<file path="src/rtl/uart_io_ctrl.sv">
// uart_io_ctrl: request/response front end for a byte serializer/deserializer pair.
// Transmits 1/2/4-byte little-endian words through a tx valid/ready handshake and assembles
// received bytes from an RX buffer into a zero-extended word.
// Build option: define UART_RX_FIFO_EN for a 2^RX_FIFO_DEPTH_LOG2-byte RX FIFO; otherwise
// the RX buffer is a single-byte holding register.
module uart_io_ctrl #(
    parameter int unsigned RX_FIFO_DEPTH_LOG2 = 4
) (
    input  logic        clk,
    input  logic        rst,
    input  logic        uart_order,
    input  logic [1:0]  uart_size,
    input  logic        uart_write,
    input  logic [31:0] uart_o_data,
    output logic        uart_accepted,
    output logic        uart_done,
    output logic [31:0] uart_r_data,
    output logic        tx_valid,
    input  logic        tx_ready,
    output logic [7:0]  tx_data,
    input  logic        rx_valid,
    input  logic [7:0]  rx_data,
    output logic        rx_overflow
);

    typedef enum logic [1:0] {StIdle, StTx, StRx, StDone} state_e;

    state_e      state_q, state_d;
    logic        accepted_q, accepted_d;
    logic        done_q, done_d;
    logic [31:0] r_data_q, r_data_d;
    logic        tx_valid_q, tx_valid_d;
    logic [7:0]  tx_data_q, tx_data_d;
    logic [31:0] shreg_q, shreg_d;    // remaining transmit bytes, next byte in [7:0]
    logic [31:0] word_q, word_d;      // receive word under assembly
    logic [1:0]  cnt_q, cnt_d;        // bytes left minus one
    logic [1:0]  idx_q, idx_d;        // receive byte lane
    logic        rx_overflow_q, rx_overflow_d;

    logic        fifo_empty;
    logic        fifo_full;
    logic        fifo_pop;
    logic        fifo_push;
    logic [7:0]  fifo_head;

    // A full buffer still takes a byte when the same cycle pops one.
    assign fifo_pop  = (state_q == StRx) && !fifo_empty;
    assign fifo_push = rx_valid && (!fifo_full || fifo_pop);

`ifdef UART_RX_FIFO_EN
    localparam int unsigned Depth = 1 << RX_FIFO_DEPTH_LOG2;
    localparam int unsigned PtrW  = RX_FIFO_DEPTH_LOG2;

    logic [7:0]      mem_q [Depth];
    logic [PtrW-1:0] wptr_q, wptr_d;
    logic [PtrW-1:0] rptr_q, rptr_d;
    logic [PtrW:0]   count_q, count_d;

    assign fifo_empty = (count_q == '0);
    assign fifo_full  = (count_q == (PtrW + 1)'(Depth));
    assign fifo_head  = mem_q[rptr_q];

    // Pointer and occupancy update; pointers wrap naturally at the depth.
    always_comb begin
        wptr_d  = wptr_q;
        rptr_d  = rptr_q;
        count_d = count_q;
        if (fifo_push) wptr_d = wptr_q + 1'b1;
        if (fifo_pop)  rptr_d = rptr_q + 1'b1;
        unique case ({fifo_push, fifo_pop})
            2'b10:   count_d = count_q + 1'b1;
            2'b01:   count_d = count_q - 1'b1;
            default: count_d = count_q;
        endcase
    end

    // FIFO pointer registers; reset empties the FIFO.
    always_ff @(posedge clk) begin
        if (rst) begin
            wptr_q  <= '0;
            rptr_q  <= '0;
            count_q <= '0;
        end else begin
            wptr_q  <= wptr_d;
            rptr_q  <= rptr_d;
            count_q <= count_d;
        end
    end

    // Storage array; contents are don't-care while empty, so no reset.
    always_ff @(posedge clk) begin
        if (fifo_push) mem_q[wptr_q] <= rx_data;
    end
`else
    logic       hold_valid_q, hold_valid_d;
    logic [7:0] hold_q, hold_d;
    // The depth parameter has no effect in the holding-register build.
    logic       unused_depth_log2;

    assign unused_depth_log2 = ^RX_FIFO_DEPTH_LOG2;
    assign fifo_empty = !hold_valid_q;
    assign fifo_full  = hold_valid_q;
    assign fifo_head  = hold_q;

    // Single-byte holding register next state.
    always_comb begin
        hold_d       = fifo_push ? rx_data : hold_q;
        hold_valid_d = hold_valid_q;
        if (fifo_push)     hold_valid_d = 1'b1;
        else if (fifo_pop) hold_valid_d = 1'b0;
    end

    // Holding register state; reset empties it.
    always_ff @(posedge clk) begin
        if (rst) begin
            hold_valid_q <= 1'b0;
            hold_q       <= '0;
        end else begin
            hold_valid_q <= hold_valid_d;
            hold_q       <= hold_d;
        end
    end
`endif

    // Request FSM next state and registered outputs.
    always_comb begin
        state_d       = state_q;
        accepted_d    = 1'b0;
        done_d        = 1'b0;
        r_data_d      = '0;
        tx_valid_d    = tx_valid_q;
        tx_data_d     = tx_data_q;
        shreg_d       = shreg_q;
        word_d        = word_q;
        cnt_d         = cnt_q;
        idx_d         = idx_q;
        rx_overflow_d = rx_overflow_q | (rx_valid & fifo_full & ~fifo_pop);

        unique case (state_q)
            StIdle: begin
                if (uart_order) begin
                    accepted_d = 1'b1;
                    shreg_d    = uart_o_data;
                    word_d     = '0;
                    idx_d      = '0;
                    unique case (uart_size)
                        2'b10:   cnt_d = 2'd0;
                        2'b01:   cnt_d = 2'd1;
                        default: cnt_d = 2'd3;
                    endcase
                    state_d = uart_write ? StTx : StRx;
                end
            end
            StTx: begin
                if (!tx_valid_q) begin
                    // First byte is offered one cycle after acceptance.
                    tx_valid_d = 1'b1;
                    tx_data_d  = shreg_q[7:0];
                    shreg_d    = shreg_q >> 8;
                end else if (tx_ready) begin
                    if (cnt_q == 2'd0) begin
                        tx_valid_d = 1'b0;
                        tx_data_d  = '0;
                        state_d    = StDone;
                    end else begin
                        tx_data_d = shreg_q[7:0];
                        shreg_d   = shreg_q >> 8;
                        cnt_d     = cnt_q - 2'd1;
                    end
                end
            end
            StRx: begin
                if (fifo_pop) begin
                    word_d[{idx_q, 3'b000} +: 8] = fifo_head;
                    if (cnt_q == 2'd0) begin
                        state_d = StDone;
                    end else begin
                        cnt_d = cnt_q - 2'd1;
                        idx_d = idx_q + 2'd1;
                    end
                end
            end
            StDone: begin
                // word_q is cleared on acceptance, so writes report zero.
                done_d   = 1'b1;
                r_data_d = word_q;
                state_d  = StIdle;
            end
            default: state_d = StIdle;
        endcase
    end

    // FSM and output registers with synchronous reset.
    always_ff @(posedge clk) begin
        if (rst) begin
            state_q       <= StIdle;
            accepted_q    <= 1'b0;
            done_q        <= 1'b0;
            r_data_q      <= '0;
            tx_valid_q    <= 1'b0;
            tx_data_q     <= '0;
            shreg_q       <= '0;
            word_q        <= '0;
            cnt_q         <= '0;
            idx_q         <= '0;
            rx_overflow_q <= 1'b0;
        end else begin
            state_q       <= state_d;
            accepted_q    <= accepted_d;
            done_q        <= done_d;
            r_data_q      <= r_data_d;
            tx_valid_q    <= tx_valid_d;
            tx_data_q     <= tx_data_d;
            shreg_q       <= shreg_d;
            word_q        <= word_d;
            cnt_q         <= cnt_d;
            idx_q         <= idx_d;
            rx_overflow_q <= rx_overflow_d;
        end
    end

    assign uart_accepted = accepted_q;
    assign uart_done     = done_q;
    assign uart_r_data   = r_data_q;
    assign tx_valid      = tx_valid_q;
    assign tx_data       = tx_data_q;
    assign rx_overflow   = rx_overflow_q;

endmodule

</file>
<file path="config.mk">
export PLATFORM = sky130hd
export DESIGN_NAME = uart_io_ctrl
export DESIGN_NICKNAME = d
export VERILOG_FILES = /design/src/rtl/uart_io_ctrl.sv
export SDC_FILE = /design/constraint.sdc
export NUM_CORES = 1
export LEC_CHECK = 0
export CORE_UTILIZATION = 55
export DETAILED_ROUTE_END_ITERATION = 10
export HOLD_SLACK_MARGIN = 0.05
export PLACE_DENSITY = 0.94
export SLEW_MARGIN = 20
export SYNTH_ARGS = -nofsm -noshare
export SYNTH_HDL_FRONTEND = slang
export SYNTH_SLANG_ARGS = --single-unit
</file>
<file path="constraint.sdc">
create_clock -name clk -period 2.57 [get_ports clk]
set_input_delay 0.6425 -clock clk [delete_from_list [all_inputs] [get_ports clk]]
set_output_delay 0.6425 -clock clk [all_outputs]
set_load 0.1 [all_outputs]
</file>
# Word level (Yosys, flattened, before mapping)
# Cells that the tools add are included.
[word_totals]
wordCells = 92
register_bits = 123
in_bits = 48
[op_classes]
n_mux = 37
n_eq_ne = 13
shift = 2
bitwise_logic = 6
reduce_logical = 18
addsub = 3
[op_table]
columns = ["op", "n"]
rows = [
  ["32-bit 2-to-1 mux", 6],
  ["32-bit one-hot mux with 2 select lines", 2],
  ["32-bit bitwise mux", 1],
  ["8-bit by 7-bit variable shift with 32-bit output, first input constant", 1],
  ["8-bit by 7-bit indexed part select with 32-bit output", 1],
  ["2-bit 2-to-1 mux", 14],
  ["8-bit 2-to-1 mux", 3],
  ["2-bit != test, second input constant", 6],
  ["4-bit AND reduction", 3],
  ["2-bit one-hot mux with 2 select lines", 2],
  ["2-bit one-hot mux with 4 select lines", 1],
  ["1-bit 2-to-1 mux", 7],
  ["5-bit negator with 7-bit output", 1],
  ["2-bit == test, second input constant", 3],
  ["3-bit != test, second input constant", 2],
  ["2-bit one-hot mux with 3 select lines", 1],
  ["2-bit nonzero test", 3],
  ["5-bit AND reduction", 1],
  ["2-bit by 1-bit == test with 1-bit output, second input constant", 2],
  ["2-bit zero test", 2],
  ["2-bit OR reduction", 2],
  ["1-bit NOT", 3],
  ["3-bit AND reduction", 1],
  ["3-bit nonzero test", 1],
  ["other kinds (8)", 10],
]

# Depth between registers and ports, before layout
# Gate-level depths: netlist (run 1).
[depth]
depth_word = 5
ltp_mapped = 9

# Worst setup path after synthesis (run 1)
# No wires, ideal clock.
[synth_timing]
kind = "reg-to-reg"
startpoint = "reg tx_valid_q, in the netlist tx_valid"
endpoint = "reg state_q[1]"
stages_incl_launch_ff = 5
n_path_buf = 0
arrival_ns = 2.019
slack_ns = 0.424
cell_sequence = "dfxtp_1 -> a21boi_0 -> nor4_1 -> mux2i_1 -> nor2_1"
[synth_via]
elab_chain_len = 2
[synth_lines]
columns = ["element", "line_no", "text"]
rows = [
  ["start, declared", "32", "logic tx_valid_q, tx_valid_d;"],
  ["start signal, assigned", "212", "tx_valid_q <= tx_valid_d;"],
  ["2-bit != test (no line)", "n/a", ""],
  ["4-bit AND reduction (no line)", "n/a", ""],
  ["end signal, assigned", "196", "state_q <= StIdle;"],
  ["end signal, assigned", "208", "state_q <= state_d;"],
  ["end, declared", "28", "state_e state_q, state_d;"],
]
# Every way passes these cells.
# A chain may end at the register's enable or synchronous reset.

# Final worst setup path (run 1)
[layout_timing]
startpoint = "reg state_q[0]"
endpoint = "reg word_q[11]"
[layout_via]
elab_chain_len = 4
word_cells_on_any_way = 8
classes_between = "3 x eq/ne; 1 x mux; 4 x reduce/logical"
[layout_lines]
columns = ["element", "line_no", "text"]
rows = [
  ["2-bit == test", "47, 139", ""],
  ["1-bit logical AND", "47", "assign fifo_pop = (state_q == StRx) && !fifo_empty;"],
  ["2-bit != test (no line)", "n/a", ""],
  ["3-bit AND reduction (no line)", "n/a", ""],
  ["end signal, assigned", "215", "word_q <= word_d;"],
  ["end, declared", "35", "logic [31:0] word_q, word_d;"],
]
# Several ways; a longest one is shown, not always the timed one.

==> reports/qor.txt, run 1 <==
TIMING
----------------------------------------------------------------------------------------------------
Final period utilization                                                                      88.86%
Relative max-transition margin                                                                53.02%
Final setup violation count                                                                        0
Final hold violation count                                                                         0
Least-Margin Pin Slew                                                                       704.6 ps
Unrepaired setup endpoints after global routing                                                   no
Worst clock skew                                                                            5.611 ps
Top achievable clock speed                                                                0.4379 GHz
Final Max Slew Viols                                                                               0
Setup slack after layout                                                                    286.2 ps
Total negative setup slack                                                                      0 ps
Minimum period implied by the final worst setup slack                                        2284 ps

FLOORPLAN
----------------------------------------------------------------------------------------------------
Boundary Pins                                                                                     92
Die W                                                                                       95.28 µm
Die outline area                                                                        0.009078 mm²
Height of the die                                                                           95.28 µm
FP Rows                                                                                           33
Core region area                                                                        0.008299 mm²
Initial cell density of the core                                                              57.67%

CLOCK NETWORK
----------------------------------------------------------------------------------------------------
Worst-Skew Late Latency                                                                       520 ps
Clock H-tree levels                                                                                4
Clock net sink count                                                                             123
Buffers inserted during post-CTS setup optimization                                                0
Count of cells resized by post-cts repair                                                          0
Number of buffers created by CTS                                                                  17
TritonCTS clock tree                                                                            done
Clock-pin slew reported for the worst setup and hold paths after clock tree synthesis          60 ps
Hold-fix buffers at CTS                                                                            0
Root cell of the clock tree                                                             sky130_fd_sc_hd__clkbuf_8
Maximum root-to-sink buffer count                                                                  2

POWER AND IR DROP
----------------------------------------------------------------------------------------------------
P_int                                                                                       4.317 mW
Sequential group share of total power                                                          36.7%
Switching share of power                                                                      34.99%
Clock network fraction of design power                                                         34.8%
Pwr Density                                                                              1062 mW/mm²
Switching power                                                                             2.323 mW
Combinational group share of total power                                                       28.5%
Largest voltage drop on the vdd net                                                        0.8306 mV
Leakage                                                                                     2.504 nW

LAYOUT
----------------------------------------------------------------------------------------------------
Diodes inserted                                                                                    0
Count of nets after finishing                                                                    619
Layout cells sized above 1                                                                    17.98%
Area growth from synthesis to final layout                                                    30.69%

GLOBAL ROUTE
----------------------------------------------------------------------------------------------------
Final global-route overflow total                                                                  0
Number of global-route vias before repair                                                       3795
Maximum number of pins on one net before global-route repair                                      57
Global-route total usage across every layer                                                   27.35%
Initial antenna violation count                                                                    0
Wire length of the first global-routing pass                                                18340 µm

SYNTHESIS
----------------------------------------------------------------------------------------------------
Most common flop cell mapped by yosys                                                   sky130_fd_sc_hd__dfxtp_1
Cell area after technology mapping                                                      0.004786 mm²
Share of Yosys cell area claimed by the top area cell type                                    51.45%
Largest area contributor in the synthesized netlist                                     sky130_fd_sc_hd__dfxtp_1
Register area share after synthesis                                                           51.45%
Post-synthesis async set-or-reset flop share                                                      0%
Number of standard cells after synthesis                                                         469
Cell with the most instances after synthesis                                            sky130_fd_sc_hd__dfxtp_1
Largest cells by area after synthesis                                                   sky130_fd_sc_hd__dfxtp_1 (51%), sky130_fd_sc_hd__mux2i_1 (8.6%), sky130_fd_sc_hd__nor2_1 (6.6%), sky130_fd_sc_hd__and2_1 (5.4%), sky130_fd_sc_hd__a22oi_1 (5.0%)
Number of synthesized flops with an enable pin                                                     0
Ranking of synthesized cells by instance count                                          sky130_fd_sc_hd__dfxtp_1 (123), sky130_fd_sc_hd__nor2_1 (84), sky130_fd_sc_hd__and2_1 (41), sky130_fd_sc_hd__mux2i_1 (41), sky130_fd_sc_hd__a22oi_1 (32)
Flop and latch count out of synthesis                                                            123
Syn avg cell area                                                                          10.20 µm²
Synthesized netlist net count                                                                    528
Number of unique standard cell types used by synthesis                                            43
Warnings from Yosys                                                                                0

DRT
----------------------------------------------------------------------------------------------------
Via count of the routed design                                                                  3901
Routed WL                                                                                   11790 µm
Detailed-route DRC error count                                                                     0
Violation count after the first detailed-routing iteration                                       168
Drt wl/cell                                                                                 17.38 µm
Router iterations before antenna repair                                                            6
Mean number of vias per cell                                                                   5.754
Detail Route Antenna Nets                                                                          0

JOB
----------------------------------------------------------------------------------------------------
Count of max-cap constraint violations                                                             0

WORST SETUP PATH
----------------------------------------------------------------------------------------------------
Startpoint type of the worst setup path                                                         flop
CP Capture Type                                                                                 flop
Endpoint arrival time on the critical path                                                   2720 ps
Classification of the worst setup path                                                    reg -> reg
WP buf/inv                                                                                         2
Largest delay contributor family on the critical path                                   compound AO/OA/AOI/OAI gates
Slowest Stage Delay on Critical Path                                                          610 ps
Critical path data required time                                                             3010 ps
Slowest cell on the critical path                                                       sky130_fd_sc_hd__a2111oi_4
Cell breakdown of the critical path                                                     inv_1 -> ha_1 -> buf_4 -> nand2_1 -> a2111oi_4 -> a22oi_1 -> nor2_1
Worst-path fanout max                                                                             10

PLACE
----------------------------------------------------------------------------------------------------
Half-perimeter wire length of the detailed placement result                                  7104 µm
Weighted congestion reported at the end of routability-driven placement                       0.8082
Count of input and output buffers                                                                 91
Worst slack at placement                                                                    162.1 ps

HOLD PATH
----------------------------------------------------------------------------------------------------
Path type of the worst min-delay path                                                     reg -> reg

OUTCOME
----------------------------------------------------------------------------------------------------
Result of the run                                                                       finished clean

-- placed cells by master, fill, tap and decap left out, drive strengths merged --
cell             n
dfxtp          123
nor2            84
buf             52
clkdlybuf4s50   46
mux2i           42
and2            41
a22oi           32
a211oi          25
nand2           17
clkbuf          17
a21oi           14
inv             13
ha              11
nand3b           9
clkinv           7
a21o             5
o21ai            4
nor2b            3
clkinvlp         3
a2111oi          2
nand2b           2
nand4bb          2
bufinv           2
a21boi           2
nor4             2
and4bb           1
nand3            1
and2b            1
or3              1
a221oi           1
nor3             1
a311o            1
a311oi           1
nand4            1
nor4b            1
o22ai            1
a32oi            1
and3b            1
-- final timing paths --
| path | from | to | slack [ps] | cells after the start |
|---|---|---|---|---|
| setup / recovery | state_q[0] | word_q[11] | 290 | 7 |
| hold / removal | word_q[23] | uart_r_data[23] | 450 | 1 |
| setup reg to reg | state_q[0] | word_q[11] | 290 | 7 |
| hold reg to reg | word_q[23] | uart_r_data[23] | 450 | 1 |
-- final cells by class --
type / instances / area, µm²
Sequential cell: 123 / 2462
Tap cell: 105 / 131.4
Multi-Input combinational cell: 310 / 2167
Clock buffer: 17 / 414.1
Timing Repair Buffer: 98 / 873.3
Clock inverter: 15 / 168.9
Inverter: 10 / 37.54
Fill cell: 482 / 2044
-- registers in the layout, summed over array words and instances, names as in the netlist, 2 cells and up --
name	cells
tx_data	8
idx_q	2
cnt_q	2
uart_r_data	32
fifo_head	8
shreg_q	32
state_q	2
word_q	32
-- metal layers --
metal  up-vias  global-route usage, %  part of all wire, %
met5         -                      0                    0
met4         0                  14.27                  4.0
met3        44                  8.293                  6.0
met2       163                  50.06                   53
met1      1875                  27.69                   37
li1       1819                      -                    -
-- worst register-to-register path, stage by stage, from the launching register on --
cell and delay, ps:
sky130_fd_sc_hd__dfxtp_1 350, sky130_fd_sc_hd__inv_1 100, sky130_fd_sc_hd__ha_1 370, sky130_fd_sc_hd__buf_4 290, sky130_fd_sc_hd__nand2_1 120, sky130_fd_sc_hd__a2111oi_4 610, sky130_fd_sc_hd__a22oi_1 200, sky130_fd_sc_hd__nor2_1 180
-- per-stage QoR --
stage          total power, mW  hold WS (ps)  util [%]  area, µm²  std cells
6_report                 6.640         451.9     75.37       6255        678
5_1_grt                  6.902         471.3     75.37       6255        678
4_1_cts                  6.643         456.3     75.37       6255        678
3_5_place_dp             4.279         445.9     68.34       5672        646
3_3_place_gp             4.179         439.3     68.34       5672        646
2_1_floorplan            3.874         429.1         -       4786        469
-- power groups by stage --
stage	registers, mW	logic, mW	clock network (mW)
floorplan	2.62	1.26	0
detailed placement	2.45	1.82	0
global route	2.46	2.02	2.42
global placement	2.44	1.74	0
CTS	2.43	1.89	2.33
finish	2.44	1.89	2.31
-- cell families after synthesis --
family          after synthesis  synth area share [%]
fa+ha+maj                    11                 2.876
flops                       123                 51.45
simple gates                168                 17.83
compound gates               89                 15.24
mux                          42                 9.046
buf+inv                      36                 3.555
(Power assumes the default switching activity.)
==> inputs of run 2 (changes only) <==
- CORE_UTILIZATION: 55 -> 58
- CTS_BUF_LIST: unset -> sky130_fd_sc_hd__clkbuf_4 sky130_fd_sc_hd__clkbuf_8
- PLACE_DENSITY: 0.94 -> 0.95
==> run 2 against run 1 <==
Net effect:
- sequential power is essentially flat
- design area shrank 2.8%
- sequential share of layout area grew 1.1 points
- final cell count decreased by 0.15%
- fmax increased by 5.9%
- highest routed layer unchanged
- routed wire length decreased by 4.7%
- global-route usage down 0.14 points
- count of clock-buffer cells in the layout unchanged
- setup slack improved by 130 ps
- clock skew up 8.2 ps
- clock power shrank 24%
- critical path type unchanged
- power is 8.5% lower
==> reports/qor.txt, run 2 (synthesized netlist as in run 1, its figures left out) <==
LAYOUT
----------------------------------------------------------------------------------------------------
Number of standard cells in the final layout excluding fillers                                   677
Utilization of the core after routing                                                         77.49%
Highest-count cells in the layout ignoring fill and taps                                sky130_fd_sc_hd__dfxtp_1 (123), sky130_fd_sc_hd__nor2_1 (84), sky130_fd_sc_hd__buf_4 (52)
Most common cell after layout, fill and taps aside                                      sky130_fd_sc_hd__dfxtp_1
Layout cells sized above 1                                                                    18.26%
Area growth from synthesis to final layout                                                    27.06%
Count of nets after finishing                                                                    621
Diodes inserted                                                                                    0

FLOORPLAN
----------------------------------------------------------------------------------------------------
Core region area                                                                        0.007848 mm²
Die outline area                                                                        0.008618 mm²
Boundary Pins                                                                                     92
Height of the die                                                                           92.84 µm
Initial cell density of the core                                                              60.99%
Die W                                                                                       92.84 µm
FP Rows                                                                                           32

WORST SETUP PATH
----------------------------------------------------------------------------------------------------
Critical path data required time                                                             2940 ps
Worst-path fanout max                                                                              8
Largest delay contributor family on the critical path                                   compound AO/OA/AOI/OAI gates
WP buf/inv                                                                                         1
Crit Reg-Reg Startpoint                                                                   state_q[0]
Endpoint arrival time on the critical path                                                   2520 ps
Slowest Stage Delay on Critical Path                                                          640 ps
Slowest cell on the critical path                                                       sky130_fd_sc_hd__a2111oi_4
Classification of the worst setup path                                                    reg -> reg
CP Capture Type                                                                                 flop
Cell breakdown of the critical path                                                     inv_1 -> ha_1 -> mux2i_4 -> a2111oi_4 -> a22oi_1 -> nor2_1
Startpoint type of the worst setup path                                                         flop
Critical path origin                                                                      state_q[0]

DRT
----------------------------------------------------------------------------------------------------
Violation count after the first detailed-routing iteration                                       321
Router iterations before antenna repair                                                            6
Routed WL                                                                                   11240 µm
Via count of the routed design                                                                  3859
Mean number of vias per cell                                                                   5.700
Detail Route Antenna Nets                                                                          0
Detailed-route DRC error count                                                                     0
Drt wl/cell                                                                                 16.60 µm

TIMING
----------------------------------------------------------------------------------------------------
Setup slack after layout                                                                    414.3 ps
Worst clock skew                                                                            13.77 ps
Worst hold slack after final layout                                                         457.1 ps
Unrepaired setup endpoints after global routing                                                   no
Final Max Slew Viols                                                                               0
Final period utilization                                                                      83.88%
Total negative setup slack                                                                      0 ps
Relative max-transition margin                                                                56.68%
Minimum period implied by the final worst setup slack                                        2156 ps
Least-Margin Pin Slew                                                                       649.9 ps
Final setup violation count                                                                        0
Final hold violation count                                                                         0
Top achievable clock speed                                                                0.4639 GHz

GLOBAL ROUTE
----------------------------------------------------------------------------------------------------
Final global-route overflow total                                                                  0
Global-route total usage across every layer                                                   27.20%
Maximum number of pins on one net before global-route repair                                      57
Number of global-route vias before repair                                                       3819
Wire length of the first global-routing pass                                                18080 µm
Initial antenna violation count                                                                    0

CLOCK NETWORK
----------------------------------------------------------------------------------------------------
Maximum root-to-sink buffer count                                                                  2
Root cell of the clock tree                                                             sky130_fd_sc_hd__clkbuf_8
Number of buffers created by CTS                                                                  17
Count of cells resized by post-cts repair                                                          0
Clock-pin slew reported for the worst setup and hold paths after clock tree synthesis          80 ps
Worst-Skew Late Latency                                                                       440 ps
Buffers inserted during post-CTS setup optimization                                                0
TritonCTS clock tree                                                                            done
Clock net sink count                                                                             123
Clock H-tree levels                                                                                4
Hold-fix buffers at CTS                                                                            0

POWER AND IR DROP
----------------------------------------------------------------------------------------------------
Leakage                                                                                     2.434 nW
Pwr Density                                                                             999.0 mW/mm²
Largest voltage drop on the vdd net                                                        0.9363 mV

JOB
----------------------------------------------------------------------------------------------------
Count of max-cap constraint violations                                                             0

PLACE
----------------------------------------------------------------------------------------------------
# placed instances                                                                               645
Count of input and output buffers                                                                 91
Weighted congestion reported at the end of routability-driven placement                       0.7930
Worst slack at placement                                                                    162.1 ps
Half-perimeter wire length of the detailed placement result                                  7246 µm

HOLD PATH
----------------------------------------------------------------------------------------------------
Min-delay src                                                                            shreg_q[30]
Path type of the worst min-delay path                                                     reg -> reg

OUTCOME
----------------------------------------------------------------------------------------------------
Result of the run                                                                       finished clean

-- run 2: cell type report --
class                      instances  area, µm²
sequential                       123       2462
multi-input combinational        310       2167
fill                             473       1767
timing repair buffer             100      875.8
clock buffer                      17      234.0
clock inverter                    15      176.4
tap                              102      127.6
inverter                          10      37.54
-- run 2: worst paths after layout --
path | to | slack (ps) | cells past startpoint
max | word_q[17] | 410 | 6
min | shreg_q[30] | 460 | 2
min reg2reg | shreg_q[30] | 460 | 2
max reg2reg | word_q[17] | 410 | 6
-- run 2: metal layers --
| layer | GRT usage (%) | vias to the layer above | share of wire, % |
|---|---|---|---|
| met5 | 0 | - | 0 |
| met4 | 13.08 | 0 | 2.6 |
| met3 | 6.568 | 26 | 4.5 |
| met2 | 47.98 | 142 | 52 |
| met1 | 30.58 | 1870 | 41 |
| li1 | - | 1821 | - |
-- run 2: power by group --
part,switching (mW),leakage [nW],internal (mW)
logic,1.19,1.23,0.706
registers,0.209,1.00,2.22
clock network,0.858,0.203,0.898
total,2.25,2.43,3.82
-- run 2: metrics by stage --
step,power (mW),area (µm²)
floorplan,3.874,4786
global placement,4.192,5670
detailed placement,4.289,5670
CTS,6.066,6081
global route,6.350,6081
finish,6.075,6081
-- run 2: worst reg2reg max path, delay by kind of cell, from the launching register on --
kind,cells,cell delay (ps)
buffers and inverters,1,90
AND/OR/NAND/NOR,1,140
adder cells (fa/ha/maj),1,330
AO/OA/AOI/OAI,2,830
multiplexers,1,310
flip-flops,1,400
==> inputs of run 3 (changes only) <==
- CORE_UTILIZATION: 58 -> 48
- PLACE_DENSITY: 0.95 -> 0.88
- clock period: 2.57 -> 1.8 ns (I/O delays scaled with it)
==> run 3 against run 2 <==
Net effect:
- the flow now finishes with violations (negative setup slack)
- utilization down 3.3 points
- largest cell class unchanged
- sequential share of layout area down 6.3 points
- power is 65% higher
- final cell count grew 9.7%
==> reports/qor.txt, run 3 (synthesized netlist as in run 1, its figures left out) <==
DRT
----------------------------------------------------------------------------------------------------
Via count of the routed design                                                                  4073
Drt wl/cell                                                                                 17.63 µm
Detailed-route DRC error count                                                                     0
Router iterations before antenna repair                                                            6
Routed WL                                                                                   13100 µm
Mean number of vias per cell                                                                   5.482
Detail Route Antenna Nets                                                                          0
Violation count after the first detailed-routing iteration                                       186

CLOCK NETWORK
----------------------------------------------------------------------------------------------------
Clock H-tree levels                                                                                4
Hold-fix buffers at CTS                                                                            0
Clock-pin slew reported for the worst setup and hold paths after clock tree synthesis          80 ps
Worst-Skew Late Latency                                                                       450 ps
Root cell of the clock tree                                                             sky130_fd_sc_hd__clkbuf_8
Number of buffers created by CTS                                                                  17
TritonCTS clock tree                                                                            done
Maximum root-to-sink buffer count                                                                  2
Clock net sink count                                                                             123

WORST SETUP PATH
----------------------------------------------------------------------------------------------------
Endpoint arrival time on the critical path                                                   2180 ps
Critical path data required time                                                             2100 ps
Critical path origin                                                                      state_q[0]
Setup slack of the worst register-to-register path                                            -70 ps
Startpoint type of the worst setup path                                                         flop
CP Capture Type                                                                                 flop
Classification of the worst setup path                                                    reg -> reg
Crit Reg-Reg Startpoint                                                                   state_q[0]
Worst-path fanout max                                                                              6

TIMING
----------------------------------------------------------------------------------------------------
Least-Margin Pin Slew                                                                       604.7 ps
Total negative setup slack                                                                 -524.3 ps
Final Max Slew Viols                                                                               0
Unrepaired setup endpoints after global routing                                                  yes
Setup slack after layout                                                                   -74.49 ps
Final setup violation count                                                                       21
Top achievable clock speed                                                                0.5335 GHz
Final period utilization                                                                      104.1%
Minimum period implied by the final worst setup slack                                        1874 ps
Relative max-transition margin                                                                59.42%
Final hold violation count                                                                         0
Worst clock skew                                                                            13.55 ps

GLOBAL ROUTE
----------------------------------------------------------------------------------------------------
Final global-route overflow total                                                                  0
Initial antenna violation count                                                                    0
Global-route total usage across every layer                                                   25.62%
Wire length of the first global-routing pass                                                19880 µm
Maximum number of pins on one net before global-route repair                                      41
Number of global-route vias before repair                                                       4028

FLOORPLAN
----------------------------------------------------------------------------------------------------
FP Rows                                                                                           36
Die outline area                                                                         0.01037 mm²
Core region area                                                                        0.009729 mm²
Die W                                                                                       101.9 µm
Height of the die                                                                           101.9 µm
Initial cell density of the core                                                              49.19%
Boundary Pins                                                                                     92

POWER AND IR DROP
----------------------------------------------------------------------------------------------------
Power, Total                                                                                10.05 mW
Largest voltage drop on the vdd net                                                        0.8288 mV
Leakage                                                                                     2.816 nW
Pwr Density                                                                              1392 mW/mm²

LAYOUT
----------------------------------------------------------------------------------------------------
Number of standard cells in the final layout excluding fillers                                   743
Count of nets after finishing                                                                    656
Area growth from synthesis to final layout                                                    50.88%
Highest-count cells in the layout ignoring fill and taps                                sky130_fd_sc_hd__dfxtp_1 (119), sky130_fd_sc_hd__nor2_1 (83), sky130_fd_sc_hd__buf_12 (48)
Diodes inserted                                                                                    0
Fill cell instance count of the final layout                                                     600
Utilization of the core after routing                                                         74.22%
Final design instance area without fill                                                 0.007221 mm²
Most common cell after layout, fill and taps aside                                      sky130_fd_sc_hd__dfxtp_1
Layout cells sized above 1                                                                    27.38%

PLACE
----------------------------------------------------------------------------------------------------
Total cell area at the placement stage                                                  0.006401 mm²
# placed instances                                                                               693
Half-perimeter wire length of the detailed placement result                                  7887 µm
Weighted congestion reported at the end of routability-driven placement                       0.8300
Count of input and output buffers                                                                 91

HOLD PATH
----------------------------------------------------------------------------------------------------
Min-delay src                                                                             word_q[15]
Path type of the worst min-delay path                                                     reg -> reg

OUTCOME
----------------------------------------------------------------------------------------------------
Violations in the final reports                                                         negative setup slack
Result of the run                                                                       finished, violations left

JOB
----------------------------------------------------------------------------------------------------
Count of max-cap constraint violations                                                             0

==> run 3: changes by cell type in the layout (fill, tap and decap cells not counted), sizes merged <==
| cell | delta |
|---|---|
| clkbuf | +3 |
| clkinv | +5 |
| buf | +32 |
| bufbuf | +1 |
| inv | -7 |
| clkinvlp | +1 |
==> run 3: area by class of cell <==
type | count | area [µm²] | share of cell area, %
Clock buffer | 18 | 247.7 | 3.431
Timing Repair Buffer | 135 | 1873 | 25.94
Multi-Input combinational cell | 310 | 2282 | 31.61
Clock inverter | 14 | 146.4 | 2.027
Tap cell | 133 | 166.4 | 2.305
Sequential cell | 123 | 2467 | 34.17
Inverter | 10 | 37.54 | 0.5198
==> run 3: power by group <==
group / internal (mW) / total (mW) / switching, mW / leakage, nW
clock: 1.27 / 2.44 / 1.17 / 0.195
sequential: 3.17 / 3.52 / 0.350 / 1.00
combinational: 2.00 / 4.09 / 2.09 / 1.62
total: 6.44 / 10.0 / 3.60 / 2.82
==> run 3: final timing paths <==
kind	endpoint	cells past startpoint
worst max-delay path	shreg_q[4]	8
worst min register to register	uart_r_data[15]	1
worst min-delay path	uart_r_data[15]	1
worst max register to register	shreg_q[4]	8
==> run 3: metrics by stage <==
| step | hold WS, ps | setup WS [ps] |
|---|---|---|
| floorplan | 429.1 | 54.64 |
| global placement | 439.0 | -251.5 |
| detailed placement | 444.9 | -385.9 |
| CTS | 452.5 | 5.569 |
| global route | 469.0 | -106.7 |
| finish | 461.4 | -74.49 |
==> run 3: repair_timing <==
action                                  CTS  global route
hold endpoints to repair                  0             0
pin swaps                                 4            19
setup buffers                             8             4
resized for setup                        17            24
cloned                                    4             2
endpoints found under the setup margin   55            71
==> run 3: worst max-delay path, stage by stage, from the launching register on <==
cell                        delay [ps]
sky130_fd_sc_hd__dfxtp_2           350
sky130_fd_sc_hd__inv_2              60
sky130_fd_sc_hd__ha_4              180
sky130_fd_sc_hd__and2b_4           190
sky130_fd_sc_hd__a311oi_4          320
sky130_fd_sc_hd__buf_6             170
sky130_fd_sc_hd__bufbuf_16         260
sky130_fd_sc_hd__buf_4             130
sky130_fd_sc_hd__a211oi_1           70
==> run 3: layer usage <==
metal | track usage [%] | vias up | share of wire (%)
met5 | 0 | - | 0
met3 | 6.430 | 37 | 5.9
met4 | 13.74 | 0 | 2.7
met1 | 26.36 | 1959 | 39
li1 | - | 1894 | -
met2 | 47.71 | 183 | 53
